<file path="config.mk">
export PLATFORM = sky130hd
export DESIGN_NAME = bus_single_initiator_flat
export DESIGN_NICKNAME = d
export VERILOG_FILES = /design/src/rtl/bus_initiator_pkg.sv /design/src/rtl/bus_single_initiator_if.sv /design/src/rtl/bus_timeout_counter.sv /design/src/rtl/bus_single_initiator.sv /design/src/flat_wrapper.sv
export SDC_FILE = /design/constraint.sdc
export NUM_CORES = 1
export LEC_CHECK = 0
export BUFFER_PORTS_ARGS = -buffer_cell sky130_fd_sc_hd__buf_2
export CAP_MARGIN = 20
export CORE_UTILIZATION = 46
export CTS_CLUSTER_DIAMETER = 150
export DETAILED_ROUTE_END_ITERATION = 10
export GPL_ROUTABILITY_DRIVEN = 1
export PLACE_DENSITY = 0.73
export SLEW_MARGIN = 0
export SYNTH_ARGS = -nofsm -noshare
export SYNTH_HDL_FRONTEND = slang
export SYNTH_SLANG_ARGS = --single-unit
</file>
<file path="constraint.sdc">
create_clock -name clock -period 1.7 [get_ports clock]
set_input_delay 0.34 -clock clock [delete_from_list [all_inputs] [get_ports clock]]
set_output_delay 0.34 -clock clock [all_outputs]
set_load 0.05 [all_outputs]
</file>
<file path="src/rtl/bus_initiator_pkg.sv">
// Shared FSM state type and fixed bus constants for the single-initiator bus master.
package bus_initiator_pkg;

  typedef enum logic [2:0] {
    ST_IDLE,
    ST_REQUEST,
    ST_BEGIN,
    ST_WDATA,
    ST_WEND,
    ST_WAIT_READ,
    ST_ERR_END,
    ST_RESPOND
  } state_t;

  // Only single-beat transfers are issued.
  localparam logic [7:0] BURST_SIZE = 8'd0;

  // States in which the initiator owns the bus and must keep requestOut asserted.
  function automatic logic holds_bus(input state_t s);
    return (s != ST_IDLE) && (s != ST_RESPOND);
  endfunction

endpackage

</file>
<file path="src/rtl/bus_single_initiator_if.sv">
// Command/response handshake plus wired-OR bus signals; master is the initiator's view, slave the environment's.
interface bus_single_initiator_if;
  logic        cmdValidIn;
  logic        cmdReadyOut;
  logic        cmdReadNWriteIn;
  logic [31:0] cmdAddressIn;
  logic [31:0] cmdWriteDataIn;
  logic [3:0]  cmdByteEnablesIn;

  logic        respValidOut;
  logic [31:0] respReadDataOut;
  logic        respErrorOut;

  logic        requestOut;
  logic        grantIn;

  logic        beginTransactionOut;
  logic        endTransactionOut;
  logic        readNWriteOut;
  logic        dataValidOut;
  logic        busyOut;
  logic [31:0] addressDataOut;
  logic [3:0]  byteEnablesOut;
  logic [7:0]  burstSizeOut;

  logic [31:0] addressDataIn;
  logic        endTransactionIn;
  logic        dataValidIn;
  logic        busErrorIn;

  modport master (
    input  cmdValidIn, cmdReadNWriteIn, cmdAddressIn, cmdWriteDataIn, cmdByteEnablesIn,
    output cmdReadyOut, respValidOut, respReadDataOut, respErrorOut,
    output requestOut,
    input  grantIn,
    output beginTransactionOut, endTransactionOut, readNWriteOut, dataValidOut, busyOut,
    output addressDataOut, byteEnablesOut, burstSizeOut,
    input  addressDataIn, endTransactionIn, dataValidIn, busErrorIn
  );

  modport slave (
    output cmdValidIn, cmdReadNWriteIn, cmdAddressIn, cmdWriteDataIn, cmdByteEnablesIn,
    input  cmdReadyOut, respValidOut, respReadDataOut, respErrorOut,
    input  requestOut,
    output grantIn,
    input  beginTransactionOut, endTransactionOut, readNWriteOut, dataValidOut, busyOut,
    input  addressDataOut, byteEnablesOut, burstSizeOut,
    output addressDataIn, endTransactionIn, dataValidIn, busErrorIn
  );
endinterface

</file>
<file path="src/rtl/bus_timeout_counter.sv">
// Counts consecutive cycles while i_run is high; o_expired flags the LIMIT-th such cycle. Cleared whenever i_run drops.
module bus_timeout_counter #(
  parameter int LIMIT = 1024
) (
  input  logic clock,
  input  logic reset,
  input  logic i_run,
  output logic o_expired
);

  localparam int              W    = $clog2(LIMIT) + 1;
  localparam logic [W-1:0]    LAST = W'(LIMIT - 1);

  logic [W-1:0] r_count;

  always_ff @(posedge clock) begin
    if (!reset || !i_run) begin
      r_count <= '0;
    end else if (r_count != LAST) begin
      r_count <= r_count + 1'b1;
    end
  end

  assign o_expired = i_run && (r_count == LAST);

endmodule

</file>
<file path="src/rtl/bus_single_initiator.sv">
// Single-initiator bus master: one command at a time, arbitrate, drive begin/data/end phases, pulse one registered response.
// cmdReadyOut only in IDLE; BUS_TIMEOUT_EN adds a read-reply timeout of TIMEOUT_CYCLES cycles in WAIT_READ.
module bus_single_initiator
  import bus_initiator_pkg::*;
#(
  parameter int TIMEOUT_CYCLES = 1024
) (
  input logic                    clock,
  input logic                    reset,
  bus_single_initiator_if.master bif
);

  state_t      r_state, w_state_next;
  logic        r_rnw;
  logic [31:0] r_addr, r_wdata, r_rdata, w_rdata_next;
  logic [3:0]  r_be;
  logic        r_err, w_err_next;
  logic        w_accept, w_timeout;

  logic        w_cmd_ready, w_request, w_begin, w_data_vld, w_end, w_busy, w_rnw;
  logic        w_resp_vld, w_resp_err;
  logic [31:0] w_addr_data, w_resp_data;
  logic [3:0]  w_be;
  logic [7:0]  w_burst;

  logic        r_cmd_ready, r_request, r_begin, r_data_vld, r_end, r_busy, r_rnw_out;
  logic        r_resp_vld, r_resp_err;
  logic [31:0] r_addr_data, r_resp_data;
  logic [3:0]  r_be_out;
  logic [7:0]  r_burst;

`ifdef BUS_TIMEOUT_EN
  bus_timeout_counter #(
    .LIMIT (TIMEOUT_CYCLES)
  ) u_timeout (
    .clock     (clock),
    .reset     (reset),
    .i_run     (r_state == ST_WAIT_READ),
    .o_expired (w_timeout)
  );
`else
  localparam int unused_timeout_cycles = TIMEOUT_CYCLES;
  assign w_timeout = 1'b0;
`endif

  assign w_accept = (r_state == ST_IDLE) && bif.cmdValidIn;

  always_comb begin
    w_state_next = r_state;
    w_err_next   = r_err;
    w_rdata_next = r_rdata;
    case (r_state)
      ST_IDLE: begin
        if (bif.cmdValidIn) begin
          w_state_next = ST_REQUEST;
          w_err_next   = 1'b0;
          w_rdata_next = '0;
        end
      end
      ST_REQUEST: begin
        if (bif.grantIn) w_state_next = ST_BEGIN;
      end
      ST_BEGIN: begin
        if (bif.busErrorIn) begin
          w_err_next   = 1'b1;
          w_state_next = ST_ERR_END;
        end else begin
          w_state_next = r_rnw ? ST_WAIT_READ : ST_WDATA;
        end
      end
      ST_WDATA: begin
        if (bif.busErrorIn) begin
          w_err_next   = 1'b1;
          w_state_next = ST_ERR_END;
        end else begin
          w_state_next = ST_WEND;
        end
      end
      ST_WEND: begin
        // The end strobe is already on the bus, so a late error is only reported.
        if (bif.busErrorIn) w_err_next = 1'b1;
        w_state_next = ST_RESPOND;
      end
      ST_WAIT_READ: begin
        if (bif.dataValidIn) w_rdata_next = bif.addressDataIn;
        if (bif.busErrorIn) begin
          w_err_next   = 1'b1;
          w_state_next = ST_ERR_END;
        end else if (bif.endTransactionIn) begin
          w_state_next = ST_RESPOND;
        end else if (w_timeout) begin
          w_err_next   = 1'b1;
          w_state_next = ST_ERR_END;
        end
      end
      ST_ERR_END:  w_state_next = ST_RESPOND;
      ST_RESPOND:  w_state_next = ST_IDLE;
      default:     w_state_next = ST_IDLE;
    endcase
  end

  // Outputs are decoded from the next state and registered, so each strobe lines up with its state.
  always_comb begin
    w_cmd_ready = (w_state_next == ST_IDLE);
    w_request   = holds_bus(w_state_next);
    w_begin     = (w_state_next == ST_BEGIN);
    w_data_vld  = (w_state_next == ST_WDATA);
    w_end       = (w_state_next == ST_WEND) || (w_state_next == ST_ERR_END);
    w_busy      = w_state_next inside {ST_BEGIN, ST_WDATA, ST_WEND};
    w_rnw       = w_begin && r_rnw;
    w_addr_data = '0;
    if (w_begin)         w_addr_data = r_addr;
    else if (w_data_vld) w_addr_data = r_wdata;
    w_be        = w_begin ? r_be : '0;
    w_burst     = w_begin ? BURST_SIZE : '0;
    w_resp_vld  = (w_state_next == ST_RESPOND);
    w_resp_err  = w_resp_vld && w_err_next;
    w_resp_data = (w_resp_vld && r_rnw && !w_err_next) ? w_rdata_next : '0;
  end

  always_ff @(posedge clock) begin
    if (!reset) begin
      r_state     <= ST_IDLE;
      r_rnw       <= 1'b0;
      r_addr      <= '0;
      r_wdata     <= '0;
      r_be        <= '0;
      r_err       <= 1'b0;
      r_rdata     <= '0;
      r_cmd_ready <= 1'b1;
      r_request   <= 1'b0;
      r_begin     <= 1'b0;
      r_data_vld  <= 1'b0;
      r_end       <= 1'b0;
      r_busy      <= 1'b0;
      r_rnw_out   <= 1'b0;
      r_addr_data <= '0;
      r_be_out    <= '0;
      r_burst     <= '0;
      r_resp_vld  <= 1'b0;
      r_resp_err  <= 1'b0;
      r_resp_data <= '0;
    end else begin
      r_state <= w_state_next;
      r_err   <= w_err_next;
      r_rdata <= w_rdata_next;
      if (w_accept) begin
        r_rnw   <= bif.cmdReadNWriteIn;
        r_addr  <= bif.cmdAddressIn;
        r_wdata <= bif.cmdWriteDataIn;
        r_be    <= bif.cmdByteEnablesIn;
      end
      r_cmd_ready <= w_cmd_ready;
      r_request   <= w_request;
      r_begin     <= w_begin;
      r_data_vld  <= w_data_vld;
      r_end       <= w_end;
      r_busy      <= w_busy;
      r_rnw_out   <= w_rnw;
      r_addr_data <= w_addr_data;
      r_be_out    <= w_be;
      r_burst     <= w_burst;
      r_resp_vld  <= w_resp_vld;
      r_resp_err  <= w_resp_err;
      r_resp_data <= w_resp_data;
    end
  end

  assign bif.cmdReadyOut         = r_cmd_ready;
  assign bif.requestOut          = r_request;
  assign bif.beginTransactionOut = r_begin;
  assign bif.dataValidOut        = r_data_vld;
  assign bif.endTransactionOut   = r_end;
  assign bif.busyOut             = r_busy;
  assign bif.readNWriteOut       = r_rnw_out;
  assign bif.addressDataOut      = r_addr_data;
  assign bif.byteEnablesOut      = r_be_out;
  assign bif.burstSizeOut        = r_burst;
  assign bif.respValidOut        = r_resp_vld;
  assign bif.respErrorOut        = r_resp_err;
  assign bif.respReadDataOut     = r_resp_data;

endmodule

</file>
<file path="src/flat_wrapper.sv">
// flat-port wrapper written by rule: the top's interface ports become plain ports
module bus_single_initiator_flat import bus_initiator_pkg::*;
#(
  parameter int TIMEOUT_CYCLES = 1024
)
  (clock, reset, bif_cmdValidIn, bif_cmdReadNWriteIn, bif_cmdAddressIn, bif_cmdWriteDataIn, bif_cmdByteEnablesIn, bif_cmdReadyOut, bif_respValidOut, bif_respReadDataOut, bif_respErrorOut, bif_requestOut, bif_grantIn, bif_beginTransactionOut, bif_endTransactionOut, bif_readNWriteOut, bif_dataValidOut, bif_busyOut, bif_addressDataOut, bif_byteEnablesOut, bif_burstSizeOut, bif_addressDataIn, bif_endTransactionIn, bif_dataValidIn, bif_busErrorIn);
  bus_single_initiator_if bif_i ();
  input logic clock;
  input logic reset;
  input wire logic [$bits(bif_i.cmdValidIn)-1:0] bif_cmdValidIn;
  input wire logic [$bits(bif_i.cmdReadNWriteIn)-1:0] bif_cmdReadNWriteIn;
  input wire logic [$bits(bif_i.cmdAddressIn)-1:0] bif_cmdAddressIn;
  input wire logic [$bits(bif_i.cmdWriteDataIn)-1:0] bif_cmdWriteDataIn;
  input wire logic [$bits(bif_i.cmdByteEnablesIn)-1:0] bif_cmdByteEnablesIn;
  output wire logic [$bits(bif_i.cmdReadyOut)-1:0] bif_cmdReadyOut;
  output wire logic [$bits(bif_i.respValidOut)-1:0] bif_respValidOut;
  output wire logic [$bits(bif_i.respReadDataOut)-1:0] bif_respReadDataOut;
  output wire logic [$bits(bif_i.respErrorOut)-1:0] bif_respErrorOut;
  output wire logic [$bits(bif_i.requestOut)-1:0] bif_requestOut;
  input wire logic [$bits(bif_i.grantIn)-1:0] bif_grantIn;
  output wire logic [$bits(bif_i.beginTransactionOut)-1:0] bif_beginTransactionOut;
  output wire logic [$bits(bif_i.endTransactionOut)-1:0] bif_endTransactionOut;
  output wire logic [$bits(bif_i.readNWriteOut)-1:0] bif_readNWriteOut;
  output wire logic [$bits(bif_i.dataValidOut)-1:0] bif_dataValidOut;
  output wire logic [$bits(bif_i.busyOut)-1:0] bif_busyOut;
  output wire logic [$bits(bif_i.addressDataOut)-1:0] bif_addressDataOut;
  output wire logic [$bits(bif_i.byteEnablesOut)-1:0] bif_byteEnablesOut;
  output wire logic [$bits(bif_i.burstSizeOut)-1:0] bif_burstSizeOut;
  input wire logic [$bits(bif_i.addressDataIn)-1:0] bif_addressDataIn;
  input wire logic [$bits(bif_i.endTransactionIn)-1:0] bif_endTransactionIn;
  input wire logic [$bits(bif_i.dataValidIn)-1:0] bif_dataValidIn;
  input wire logic [$bits(bif_i.busErrorIn)-1:0] bif_busErrorIn;
  assign bif_i.cmdValidIn = bif_cmdValidIn;
  assign bif_i.cmdReadNWriteIn = bif_cmdReadNWriteIn;
  assign bif_i.cmdAddressIn = bif_cmdAddressIn;
  assign bif_i.cmdWriteDataIn = bif_cmdWriteDataIn;
  assign bif_i.cmdByteEnablesIn = bif_cmdByteEnablesIn;
  assign bif_cmdReadyOut = bif_i.cmdReadyOut;
  assign bif_respValidOut = bif_i.respValidOut;
  assign bif_respReadDataOut = bif_i.respReadDataOut;
  assign bif_respErrorOut = bif_i.respErrorOut;
  assign bif_requestOut = bif_i.requestOut;
  assign bif_i.grantIn = bif_grantIn;
  assign bif_beginTransactionOut = bif_i.beginTransactionOut;
  assign bif_endTransactionOut = bif_i.endTransactionOut;
  assign bif_readNWriteOut = bif_i.readNWriteOut;
  assign bif_dataValidOut = bif_i.dataValidOut;
  assign bif_busyOut = bif_i.busyOut;
  assign bif_addressDataOut = bif_i.addressDataOut;
  assign bif_byteEnablesOut = bif_i.byteEnablesOut;
  assign bif_burstSizeOut = bif_i.burstSizeOut;
  assign bif_i.addressDataIn = bif_addressDataIn;
  assign bif_i.endTransactionIn = bif_endTransactionIn;
  assign bif_i.dataValidIn = bif_dataValidIn;
  assign bif_i.busErrorIn = bif_busErrorIn;
  bus_single_initiator #(.TIMEOUT_CYCLES(TIMEOUT_CYCLES)) u_core (.clock(clock), .reset(reset), .bif(bif_i));
endmodule
</file>
# Word-level counts from Yosys, hierarchy flattened
# Cells that the tools add are included.
# Widths: inputs -> output; s select.
dict set report totals {
  elab_cells 64
  regBits 182
  out_inout_bits 85
  input_bits 108
}
dict set report classes {
  mux 16
  n_reduce_logical 16
  n_eq_ne 13
}
# op count
set ops {}
lappend ops {{$mux 32} 4}
lappend ops {{$pmux 32 s2} 1}
lappend ops {{$eq 3x3->1 const B} 7}
lappend ops {{$pmux 3 s7} 1}
lappend ops {{$mux 3} 6}
lappend ops {{$eq 3x2->1 const B} 4}
lappend ops {{$logic_and 1x1->1} 6}
lappend ops {{$logic_not 3->1} 2}
lappend ops {{$reduce_bool 3->1} 2}
lappend ops {{$reduce_and 2->1} 2}
lappend ops {{$reduce_or 4->1} 1}
lappend ops {{$eq 3x1->1 const B} 1}
lappend ops {{$ne 3x3->1 const B} 1}
lappend ops {{$mux 1} 2}
lappend ops {{$mux 2} 1}
lappend ops {{$pmux 1 s2} 1}
lappend ops {{$reduce_or 2->1} 1}
lappend ops {{$logic_not 1->1} 1}
lappend ops {{$logic_or 1x1->1} 1}

# Depth between registers and ports, before layout
dict set report logic_depth {
  word_depth 7
  mapped_depth 7
  mapped_depth_nobuf 4
}

# Worst setup path after synthesis
# No wires, ideal clock.
dict set report synth_timing {
  path_kind {reg2reg}
  startpoint {register u_core.r_state[0]}
  endpoint {register u_core.r_request (netlist: u_core.bif.requestOut)}
  t_arrival_ns 1.478
  setup_slack_ns 0.100
  synth_period_minus_slack_ns 1.600
  setup_time_ns 0.122
  n_path_buf 1
  required_ns 1.578
  stages_incl_launch_ff 6
  cell_sequence {dfxtp_1 -> buf_2 -> o21bai_1 -> a221o_2 -> and2_1 -> o311a_1}
}
dict set report synth_via {
  elab_chain_cells 5
  word_cells_on_any_way 17
  classes_between {eq/ne (8); mux (5); reduce/logical (4)}
}
# element line
set synth_rtl {}
lappend synth_rtl {{start: declaration} bus_single_initiator.sv:13} ;# state_t r_state, w_state_next;
lappend synth_rtl {{start signal: assignment} bus_single_initiator.sv:144} ;# r_state <= w_state_next;
lappend synth_rtl {{$eq 3x3->1 / $mux 3 (equally long branches)} {bus_single_initiator.sv:52, bus_single_initiator.sv:89}}
lappend synth_rtl {{$reduce_or 2->1 (no line) / $mux 3 (equally long branches)} -}
lappend synth_rtl {{$pmux 3 s7 *} bus_single_initiator.sv:52} ;# case (r_state)
lappend synth_rtl {{$ne 3x3->1 / $reduce_bool 3->1 (equally long branches)} bus_initiator_pkg.sv:20} ;# return (s != ST_IDLE) && (s != ST_RESPOND);
lappend synth_rtl {{$logic_and 1x1->1 *} bus_initiator_pkg.sv:20}
lappend synth_rtl {{end signal: assignment} bus_single_initiator.sv:154} ;# r_request <= w_request;
lappend synth_rtl {{end: declaration} bus_single_initiator.sv:26} ;# logic r_cmd_ready, r_request, r_begin, r_data_vld, r_end, r_busy, r_rnw_out;
# Every way passes the cells marked *; elsewhere a longest branch is shown, timed or not.
# A chain may end at the register's enable or synchronous reset.

# Final worst setup path
dict set report layout_timing {
  startpoint {register u_core.r_state[0]}
  endpoint {register u_core.r_rdata[3]}
}
dict set report layout_via {
  elab_chain_cells 2
  word_cells_on_any_way 3
  classes_between {eq/ne (1); mux (1); reduce/logical (1)}
}
# element line
set layout_rtl {}
lappend layout_rtl {{$eq 3x3->1 / $logic_not 3->1 (equally long branches)} bus_single_initiator.sv:52}
lappend layout_rtl {{$pmux 32 s2 *} bus_single_initiator.sv:52}
lappend layout_rtl {{end signal: assignment} bus_single_initiator.sv:146} ;# r_rdata <= w_rdata_next;
lappend layout_rtl {{end: declaration} bus_single_initiator.sv:15} ;# logic [31:0] r_addr, r_wdata, r_rdata, w_rdata_next;
# Marked as above.

==> flow_summary.ini <==
[grt]
global_route.usage.met1 = 0.295
grt_util_met2 = 0.370
grt_start_max_net_pins = 70
grt_max_usage_layer = met2
use_met3 = 0.0559
number_of_global_route_vias_before_repair = 5302
grt_first_pass_wirelength_mm = 26.1
globalRouteTotalUtil = 0.228
grt_antenna_before_repair = 0
grt_overflow_total = 0

[floorplanning]
floorplan.io_pins = 193
die_width_um = 121
placeableCoreArea_um2 = 13900
die_y_um = 121
die_area_um2 = 14800
core.rowCount = 43
start_util = 0.473

[logic_synthesis]
synth_top_cell_area_share = 0.555
synth_cell_types = 46
synth.ff_latch_count = 182
synthesis.area_per_instance_um2 = 9.27
synth_cells = 708
dominant_cells_by_area_after_synthesis = sky130_fd_sc_hd__dfxtp_1, sky130_fd_sc_hd__nand2_1, sky130_fd_sc_hd__a21oi_1
yosysWarningCount = 0
synthFlopType = sky130_fd_sc_hd__dfxtp_1
synth_edf_count = 0
area_leader_netlist = sky130_fd_sc_hd__dfxtp_1
cell_area_after_technology_mapping_um2 = 6570
synth_seq_area_share = 0.555
async_reset_ff_frac = 0

[finish]
core_util_final = 0.615
final_design_area_no_fill_um2 = 8540
drive_above_1_share = 0.349
nets = 996
ff_latch_area_um2 = 3640
syn2layout_area_growth_pct = 30.1
multi_input_area_um2 = 2620
diodes = 0
fillerInstances = 1181

[detailed_routing]
detail_route.wl_per_cell_um = 15.2
vias_per_cell = 5.22
initialDrtViolationCount = 371
firstDrtPassIters = 4
num_vias = 5644
wl_mm = 16.4
drtAntennaViolNets = 0
detail_route.drc_violations = 0

[min_path]
holdCritPathClass = input port to flip-flop
hp-start = bif_cmdWriteDataIn[19]

[clock_tree]
htree_levels = 4
cts.root.buffer_cell = sky130_fd_sc_hd__clkbuf_16
cts.hold.buffers_added = 0
number_of_clock_buffers_inserted_by_tritoncts = 17
clock_sink_count = 182
maximum_buffer_depth_of_the_clock_tree = 2
post_cts_clock_slew_at_the_launch_and_capture_registers_of_the_worst_setup_and_hold_paths_ps = 70
tritoncts = done
insertion_delay_ps = 420

[worst_setup_path]
required_time_of_the_critical_path_ps = 1990
r2r_start = u_core.r_state[0]
cp_max_fanout = 32
timing.setup.critical_path_class = flip-flop to flip-flop
setup.worst_path.start = u_core.r_state[0]
worst_setup_path_end_kind = flip-flop
critPathLaunchType = flip-flop
data_arrival_time_at_the_worst_slack_endpoint_ps = 2000

[pwr]
sequentialPowerShare = 0.432
p_leak_uw = 0.00347
gate_power_share = 0.206
switch_pwr_uw = 3160
clock_power_share = 0.362
cellInternalPower_uw = 7580
power_density_cells_nw_per_um2 = 1260
ir_worst_vdd_mv = 0.667
p_sw_frac = 0.294

[place]
globalplace.congestion = 0.835
placement.cell_area_um2 = 7900
place.port_buffers = 184
hpwlAfterDp_mm = 10.7
pre_cts_ws_ps = -32.3

[outcome]
violations_in_the_final_reports = setup timing
outcome = complete, but fails checks

[timing]
post-route-worst-setup-slack_ps = -7.69
report.final.slew_viol_count = 0
hold_violations = 0
min_period_ps = 1710
post-route-period-util = 1.00
setup_viol = 2
finalClockSkew_ps = 9.86
grt_setup_unrepaired = yes
maxClockFrequency_mhz = 586

[job]
maxCapViolCount = 0
final cells by class:
type | instances | share of cell area
Sequential cell | 182 | 0.427
Clock buffer | 22 | 0.0555
Timing Repair Buffer | 223 | 0.169
Clock inverter | 10 | 0.0141
Tap cell | 180 | 0.0264
Multi-Input combinational cell | 461 | 0.307
Inverter | 3 | 0.00146
layer usage:
| layer | vias up | wire length (um) |
|---|---|---|
| met2 | 182 | 7760 |
| met1 | 2662 | 7460 |
| li1 | 2778 | - |
| met3 | 22 | 978 |
| met4 | 0 | 234 |
| met5 | - | 0 |
final timing paths:
path,endpoint,cells past startpoint,slack [ps]
worst max register to register,u_core.r_rdata[3],6,-8
worst min register to register,u_core.r_wdata[5],2,450
worst max-delay path,u_core.r_rdata[3],6,-8
worst min-delay path,u_core.r_wdata[19],3,150
critical path, cell delays in order, from the launching register on:
cell                      delay (ps)
sky130_fd_sc_hd__dfxtp_1         320
sky130_fd_sc_hd__buf_4           170
sky130_fd_sc_hd__or3b_1          370
sky130_fd_sc_hd__a21o_1          210
sky130_fd_sc_hd__buf_12          170
sky130_fd_sc_hd__a22oi_1         250
sky130_fd_sc_hd__nor2_1           70
synthesized netlist by cell type, types with 2 or more instances:
cell and count:
sky130_fd_sc_hd__dfxtp_1 182, sky130_fd_sc_hd__nand2_1 139, sky130_fd_sc_hd__a21oi_1 104, sky130_fd_sc_hd__nor2_1 39
sky130_fd_sc_hd__nand3_1 33, sky130_fd_sc_hd__o21ai_0 32, sky130_fd_sc_hd__a22oi_1 30, sky130_fd_sc_hd__nor4_2 30
sky130_fd_sc_hd__clkbuf_1 29, sky130_fd_sc_hd__buf_2 24, sky130_fd_sc_hd__buf_4 12, sky130_fd_sc_hd__nor3b_2 5
sky130_fd_sc_hd__buf_6 4, sky130_fd_sc_hd__nor4_1 4, sky130_fd_sc_hd__a22oi_2 3, sky130_fd_sc_hd__nand2_2 3
sky130_fd_sc_hd__o31ai_1 3, sky130_fd_sc_hd__a21o_1 2, sky130_fd_sc_hd__inv_1 2, sky130_fd_sc_hd__nor3_1 2
per-stage QoR:
stage / std cells / hold slack [ps] / setup TNS, ps / total power (uW)
after global routing: 1081 / 131 / -2590 / 11200
after global placement: 1048 / 439 / 0 / 6900
after floorplan: 715 / 411 / 0 / 6100
after CTS: 1081 / 137 / -23.0 / 10800
after detailed placement: 1048 / 444 / -146 / 6920
final: 1081 / 152 / -11.6 / 10700
cells by family (layout without fill, tap and decap cells):
family,Yosys count,count (layout),share of synthesized area
compound gates,186,186,0.168
buf+inv,72,258,0.0572
flops,182,182,0.555
other cells,1,8,0.000571
simple gates,267,267,0.219
layout by cell type, fill, tap and decap left out, types with 20 or more instances in the layout:
master,synthesis,final
sky130_fd_sc_hd__o21ai_0,32,32
sky130_fd_sc_hd__a21oi_1,104,104
sky130_fd_sc_hd__buf_2,24,184
sky130_fd_sc_hd__a22oi_1,30,29
sky130_fd_sc_hd__nand2_1,139,139
sky130_fd_sc_hd__buf_4,12,20
sky130_fd_sc_hd__nand3_1,33,33
sky130_fd_sc_hd__nor2_1,39,38
sky130_fd_sc_hd__dfxtp_1,182,181
sky130_fd_sc_hd__nor4_2,30,32
flip-flops by register name, indices dropped and copies added, names as in the netlist, 3 cells and up:
name / flops
u_core.r_addr: 32
u_core.r_rdata: 32
u_core.bif.respReadDataOut: 32
u_core.r_be: 4
u_core.bif.byteEnablesOut: 4
u_core.r_wdata: 32
u_core.bif.addressDataOut: 32
u_core.r_state: 3
power groups by stage:
stage                     Sequential (uW)  Combinational, uW  Clock, uW
after floorplan                      4900               1200          0
after global placement               4730               2160          0
after detailed placement             4730               2190          0
after CTS                            4640               2200       3950
after global routing                 4670               2390       4160
final                                4640               2210       3890
what timing repair did:
action / CTS / global route
cloned: 0 / 0
setup endpoints to repair: 3 / 97
resized for setup: 0 / 8
pin swaps: 1 / 2
buffers inserted: 1 / 0
Power figures use the tool's default switching activity.
